File: src/rtl/psum_drain.sv
// Bottom-of-column psum collector: accumulates DEPTH psums over several passes,
// then requantises the final pass into a small skid FIFO on a valid/ready port.
//
// state   | meaning
// IDLE    | waiting for start
// ACCUM   | accepting psums; last pass pushes requantised results to the FIFO
// DRAIN   | all psums taken, waiting for the FIFO to empty, then done
module psum_drain #(
  parameter int PSUM_WIDTH = 16,
  parameter int ACC_WIDTH  = 24,
  parameter int OFM_WIDTH  = 8,
  parameter int DEPTH      = 16,
  parameter int FIFO_DEPTH = 4
) (
  input  logic                         clk,
  input  logic                         rst_n,
  input  logic                         start,
  input  logic [7:0]                   num_pass,
  input  logic [3:0]                   shift,
  input  logic                         relu_en,
  input  logic                         psum_valid,
  input  logic signed [PSUM_WIDTH-1:0] psum_in,
  output logic                         psum_ready,
  output logic                         ofm_valid,
  output logic [OFM_WIDTH-1:0]         ofm_data,
  input  logic                         ofm_ready,
  output logic                         busy,
  output logic                         done
);

  localparam int IDX_W = (DEPTH > 1) ? $clog2(DEPTH) : 1;
  localparam int FA_W  = (FIFO_DEPTH > 1) ? $clog2(FIFO_DEPTH) : 1;
  localparam logic [FA_W:0] FIFO_FULL = (FA_W+1)'(FIFO_DEPTH);
  localparam logic [IDX_W-1:0] IDX_LAST = IDX_W'(DEPTH - 1);
  localparam logic signed [ACC_WIDTH-1:0] ACC_MAX = {1'b0, {(ACC_WIDTH-1){1'b1}}};
  localparam logic signed [ACC_WIDTH-1:0] ACC_MIN = {1'b1, {(ACC_WIDTH-1){1'b0}}};
  localparam logic signed [ACC_WIDTH:0] OFM_MAX = (ACC_WIDTH+1)'((2**(OFM_WIDTH-1)) - 1);
  localparam logic signed [ACC_WIDTH:0] OFM_MIN = (ACC_WIDTH+1)'(-(2**(OFM_WIDTH-1)));

  typedef enum logic [1:0] {S_IDLE, S_ACCUM, S_DRAIN} state_t;

  state_t r_state, w_state_nxt;

  logic [7:0]       r_num_pass, r_pass;
  logic [3:0]       r_shift;
  logic             r_relu;
  logic [IDX_W-1:0] r_idx;

  logic signed [ACC_WIDTH-1:0] r_buf [DEPTH];

  logic [OFM_WIDTH-1:0] r_fifo [FIFO_DEPTH];
  logic [FA_W-1:0]      r_wr_ptr, r_rd_ptr;
  logic [FA_W:0]        r_count;

  logic w_start, w_accept, w_last_pass, w_last_idx;
  logic w_push, w_pop, w_full, w_empty;

  logic signed [ACC_WIDTH-1:0] w_psum_ext, w_sum;
  logic signed [ACC_WIDTH:0]   w_add, w_round, w_rnd, w_shr, w_relu;
  logic [OFM_WIDTH-1:0]        w_q;

  assign w_empty     = (r_count == '0);
  assign w_full      = (r_count == FIFO_FULL);
  assign w_pop       = ofm_valid && ofm_ready;
  assign w_last_pass = (r_pass == r_num_pass - 8'd1);
  assign w_last_idx  = (r_idx == IDX_LAST);

  // Last pass may only accept when the result has somewhere to go this cycle.
  assign psum_ready = (r_state == S_ACCUM) && (!w_last_pass || !w_full || w_pop);
  assign w_accept   = psum_valid && psum_ready;
  assign w_push     = w_accept && w_last_pass;

  always_ff @(posedge clk or negedge rst_n) begin
    if (!rst_n) r_state <= S_IDLE;
    else        r_state <= w_state_nxt;
  end

  always_comb begin
    w_state_nxt = r_state;
    w_start     = 1'b0;
    busy        = 1'b0;
    done        = 1'b0;
    case (r_state)
      S_IDLE: begin
        if (start) begin
          w_start     = 1'b1;
          w_state_nxt = S_ACCUM;
        end
      end
      S_ACCUM: begin
        busy = 1'b1;
        if (w_accept && w_last_pass && w_last_idx) w_state_nxt = S_DRAIN;
      end
      S_DRAIN: begin
        busy = 1'b1;
        if (w_empty) begin
          done        = 1'b1;
          w_state_nxt = S_IDLE;
        end
      end
      default: w_state_nxt = S_IDLE;
    endcase
  end

  always_ff @(posedge clk or negedge rst_n) begin
    if (!rst_n) begin
      r_num_pass <= 8'd0;
      r_pass     <= 8'd0;
      r_shift    <= 4'd0;
      r_relu     <= 1'b0;
      r_idx      <= '0;
    end else if (w_start) begin
      r_num_pass <= (num_pass == 8'd0) ? 8'd1 : num_pass;
      r_shift    <= shift;
      r_relu     <= relu_en;
      r_pass     <= 8'd0;
      r_idx      <= '0;
    end else if (w_accept) begin
      if (w_last_idx) begin
        r_idx  <= '0;
        r_pass <= r_pass + 8'd1;
      end else begin
        r_idx <= r_idx + IDX_W'(1);
      end
    end
  end

  assign w_psum_ext = {{(ACC_WIDTH-PSUM_WIDTH){psum_in[PSUM_WIDTH-1]}}, psum_in};

  always_comb begin
    w_add = {r_buf[r_idx][ACC_WIDTH-1], r_buf[r_idx]} + {w_psum_ext[ACC_WIDTH-1], w_psum_ext};
    if (r_pass == 8'd0)                             w_sum = w_psum_ext;
    else if (w_add[ACC_WIDTH] != w_add[ACC_WIDTH-1]) w_sum = w_add[ACC_WIDTH] ? ACC_MIN : ACC_MAX;
    else                                             w_sum = w_add[ACC_WIDTH-1:0];
  end

  // The final pass never writes back; its sum only feeds the requantiser.
  always_ff @(posedge clk) begin
    if (w_accept && !w_last_pass) r_buf[r_idx] <= w_sum;
  end

  assign w_round = (r_shift == 4'd0) ? '0 : ((ACC_WIDTH+1)'(1) << (r_shift - 4'd1));
  assign w_rnd   = {w_sum[ACC_WIDTH-1], w_sum} + w_round;
  assign w_shr   = w_rnd >>> r_shift;

  always_comb begin
    w_relu = w_shr;
    if (r_relu && w_shr[ACC_WIDTH]) w_relu = '0;
    if (w_relu > OFM_MAX)      w_q = OFM_MAX[OFM_WIDTH-1:0];
    else if (w_relu < OFM_MIN) w_q = OFM_MIN[OFM_WIDTH-1:0];
    else                       w_q = w_relu[OFM_WIDTH-1:0];
  end

  // Head slot is never the write target while it is still unpopped, so ofm_data holds under stall.
  always_ff @(posedge clk or negedge rst_n) begin
    if (!rst_n) begin
      for (int k = 0; k < FIFO_DEPTH; k++) r_fifo[k] <= '0;
      r_wr_ptr <= '0;
      r_rd_ptr <= '0;
      r_count  <= '0;
    end else begin
      if (w_push) begin
        r_fifo[r_wr_ptr] <= w_q;
        r_wr_ptr         <= r_wr_ptr + FA_W'(1);
      end
      if (w_pop) r_rd_ptr <= r_rd_ptr + FA_W'(1);
      case ({w_push, w_pop})
        2'b10:   r_count <= r_count + (FA_W+1)'(1);
        2'b01:   r_count <= r_count - (FA_W+1)'(1);
        default: r_count <= r_count;
      endcase
    end
  end

  assign ofm_valid = !w_empty;
  assign ofm_data  = r_fifo[r_rd_ptr];

endmodule

File: config.mk
export PLATFORM = sky130hd
export DESIGN_NAME = psum_drain
export DESIGN_NICKNAME = d
export VERILOG_FILES = /design/src/rtl/psum_drain.sv
export SDC_FILE = /design/constraint.sdc
export NUM_CORES = 1
export LEC_CHECK = 0
export ABC_AREA = 1
export BUFFER_PORTS_ARGS = -buffer_cell sky130_fd_sc_hd__buf_2
export CAP_MARGIN = 0
export CELL_PAD_IN_SITES_DETAIL_PLACEMENT = 0
export CELL_PAD_IN_SITES_GLOBAL_PLACEMENT = 2
export CORE_MARGIN = 3
export CORE_UTILIZATION = 41
export CTS_CLUSTER_DIAMETER = 120
export CTS_CLUSTER_SIZE = 16
export DETAILED_ROUTE_END_ITERATION = 10
export PLACE_DENSITY = 0.91
export SYNTH_ARGS = -nofsm -noshare
export SYNTH_HDL_FRONTEND = slang
export SYNTH_SLANG_ARGS = --single-unit
export TNS_END_PERCENT = 20
File: constraint.sdc
create_clock -name clk -period 8.2 [get_ports clk]
set_clock_uncertainty 0.2 [all_clocks]
set_input_delay 0.41 -clock clk [delete_from_list [all_inputs] [get_ports clk]]
set_output_delay 0.41 -clock clk [all_outputs]
set_load 0.005 [all_outputs]
==> summary.txt <==
Cell at the slowest stage of the critical path: dfrtp_4
CP max stage delay: 0.55 ns
Reg2reg path depth: 45
Largest net degree at the start of global routing: 100
Crit Path Category: register to register
Syn Std Cell Area: 22610 sq um
Row count: 85
Max-slew headroom: 21.51%
Post-synth EDFFs: 384
Root buffer selected by CTS: clkbuf_16
Status: completed
FILL cells: 5019
Diodes inserted: 0
Nets@finish: 2501
Tot GR Track Use: 21.91%
Vias post-DR: 17160
Die area: 58010 sq um
Predominant post-synthesis flop cell: edfxtp_1
Die H: 240.8 um
Hold Path Origin: ofm_ready
Post-synthesis sequential area ratio: 58.30%
Worst setup EP type: register
Total grt overflow: 0
Vias in the first global route: 16380
DR iter-0 viols: 1491
Slew Limit Fails: 0
Routed vias/inst: 5.515
Seq cells post-synth: 450
Startpoint Class: register
Crit Reg-Reg Startpoint: r_idx[0]
Drt pass-1 iters: 5
I/O pin cnt: 46
Hold EP: r_rd_ptr[0]
Area of the multi-input gates: 8564 sq um
YS warnings: 0
CTS tree: built
Remaining DRCs: 0
Tmin final: 7.507 ns
Worst hold path type: input pin to register
Worst-margin pin slew: 1.175 ns
Clk_lat worst skew: 0.56 ns
CP required: 8.43 ns
Reg2reg end: r_fifo[11]
Most used cell, CP: nand2_1
Share of layout cells above drive strength 1: 9.975%
Register area: 13190 sq um
PortBufs: 45
Asr flop ratio synth: 14.67%
First-pass GRT wire length: 96.54 mm
MaxCap Viol Count: 0
Worst-path clk slew: 0.08 ns
Netlist cell types: 53
Initial Util: 41.69%
Post-route clock period utilization: 91.54%
Max Buffers Root-to-Sink: 3
Critical-path maximum fanout: 27
Routed len/inst: 20.60 um
Post-DP HPWL: 41.43 mm
Post-route setup TNS: 0 ns
Reg-to-reg slack, setup: 0.69 ns
Fmax: 133.2 MHz
Layout area overhead: 10.63%
Clock sink count: 450
Routed Antenna Nets: 0
# H-tree levels: 2
Hold Crit Depth: 4
Syn nets: 2458
Final setup viols: 0
Final count of hold timing violations: 0
Crit path arrival time: 7.74 ns
Die width: 240.8 um
Core ar.: 54240 sq um
Post-Syn Area per Cell: 9.566 sq um
CTS Buf Count: 34
Syn Inst Count: 2364
Unrepaired setup endpoints after global routing: no
WL final: 64.11 mm
RD Place Congestion: 0.9136
Antenna violations before repair: 0
-- timing repair --
item | CTS | global route
buffers inserted | 0 | 3
resized for setup | 0 | 16
setup endpoints to repair | 0 | 28
endpoints found under the hold margin | 79 | 0
hold buffers | 14 | 0
-- per-layer routing --
layer / up-vias / global-route usage (%) / wire, um
li1: 8269 / - / -
met1: 8228 / 29.91 / 28060
met2: 549 / 34.75 / 29010
met3: 116 / 3.097 / 3857
met4: 0 / 10.41 / 3181
met5: - / 0 / 0
-- cell usage after synthesis (5+ instances only) --
library cell | instances | area, sq um
nand2_4 | 13 | 146.4
inv_2 | 12 | 45.04
xor2_1 | 21 | 183.9
nand2_1 | 493 | 1851
o21ai_0 | 281 | 1406
nand3_2 | 7 | 70.07
o22ai_1 | 106 | 663.1
clkinv_1 | 12 | 45.04
buf_1 | 6 | 22.52
nor2_1 | 321 | 1205
xnor2_1 | 20 | 175.2
nand3_1 | 138 | 690.7
nor2_2 | 5 | 31.28
edfxtp_1 | 384 | 11530
nor3_1 | 17 | 85.08
ha_1 | 57 | 713.2
buf_2 | 5 | 25.02
clkbuf_1 | 85 | 319.1
o21bai_1 | 5 | 37.54
inv_1 | 141 | 529.3
or2_2 | 9 | 56.30
nand2_2 | 18 | 112.6
a21oi_1 | 56 | 280.3
nand4_1 | 42 | 262.8
dfrtp_1 | 66 | 1652
-- metrics by stage --
stage          std cells  util [%]  hold slack [ns]  area [sq um]  setup slack (ns)
2_1_floorplan       2364         -         -0.08559         22610            0.8983
3_3_place_gp        3050     43.98           0.2616         23850            0.5399
3_5_place_dp        3050     43.98           0.2604         23850            0.4824
4_1_cts             3109     46.00          0.06649         24950            0.4224
5_1_grt             3112     46.12           0.1029         25020           0.03522
6_report            3112     46.12          0.09485         25020            0.6934
-- cell type report --
cell class                      instances  area share, %
Inverter                              166          2.526
Timing Repair Buffer                  105          3.221
Sequential cell                       450          52.71
Tap cell                              696          3.481
Clock inverter                          3         0.1800
Multi-Input combinational cell       1650          34.23
Clock buffer                           42          3.646
-- cell families after synthesis --
logic type,synth area share (%)
AOI/OAI and AO/OA,11.21
other,0.01658
xor gates and xnor gates,1.588
and+or+nand+nor,20.87
DFF,58.30
muxes,0.09406
buffers and inverters,4.509
adders and majority gates,3.419
-- critical path: cells and delay by family (launching register included) --
kind,cells,cell delay (ns)
fa+ha+maj,2,0.76
simple gates,26,2.94
flops,1,0.55
buf+inv,8,1.11
compound gates,9,1.76
-- sequential cells by signal, summed over array words and instances (netlist names) --
name and cells:
r_rd_ptr 2, r_idx 4, r_count 3, r_pass 8
r_buf 384, r_relu 1, r_state 2, r_shift 4
r_num_pass 8, r_fifo 32, r_wr_ptr 2
-- placed cells by master (no fill, tap or decap), types with 4 or more instances in the layout --
master         count
a21oi_1           51
a21oi_2            6
buf_12             6
buf_2             45
buf_4             39
clkbuf_1           6
clkbuf_16         35
clkinv_1          12
dfrtp_1           64
dlygate4sd3_1     14
edfxtp_1         384
ha_1              56
inv_1            138
inv_2             13
nand2_1          491
nand2_2           20
nand2_4           13
nand3_1          138
nand3_2            7
nand3b_1           4
nand4_1           42
nor2_1           305
nor2_2             8
nor2_4            14
nor3_1            14
o211ai_1           4
o21ai_0          269
o21ai_1           10
o21bai_1           5
o22ai_1          106
or2_2              9
xnor2_1           20
xor2_1            21
-- worst max-delay path by stage --
| stage | startpoint | to | slack [ns] | cells after the start |
|---|---|---|---|---|
| finish | r_idx[0] | r_fifo[11] | 0.69 | 45 |
| global route | r_idx[0] | r_fifo[25] | 0.04 | 49 |
| CTS | r_idx[2] | r_fifo[11] | 0.42 | 44 |
| detailed placement | r_idx[2] | r_fifo[11] | 0.48 | 42 |
| global placement | r_idx[2] | r_fifo[11] | 0.54 | 44 |
| floorplan | r_idx[0] | r_fifo[0] | 0.90 | 49 |
Power is not shown: default switching activity piles up to over one toggle a cycle in this logic, so the estimate is an artifact.
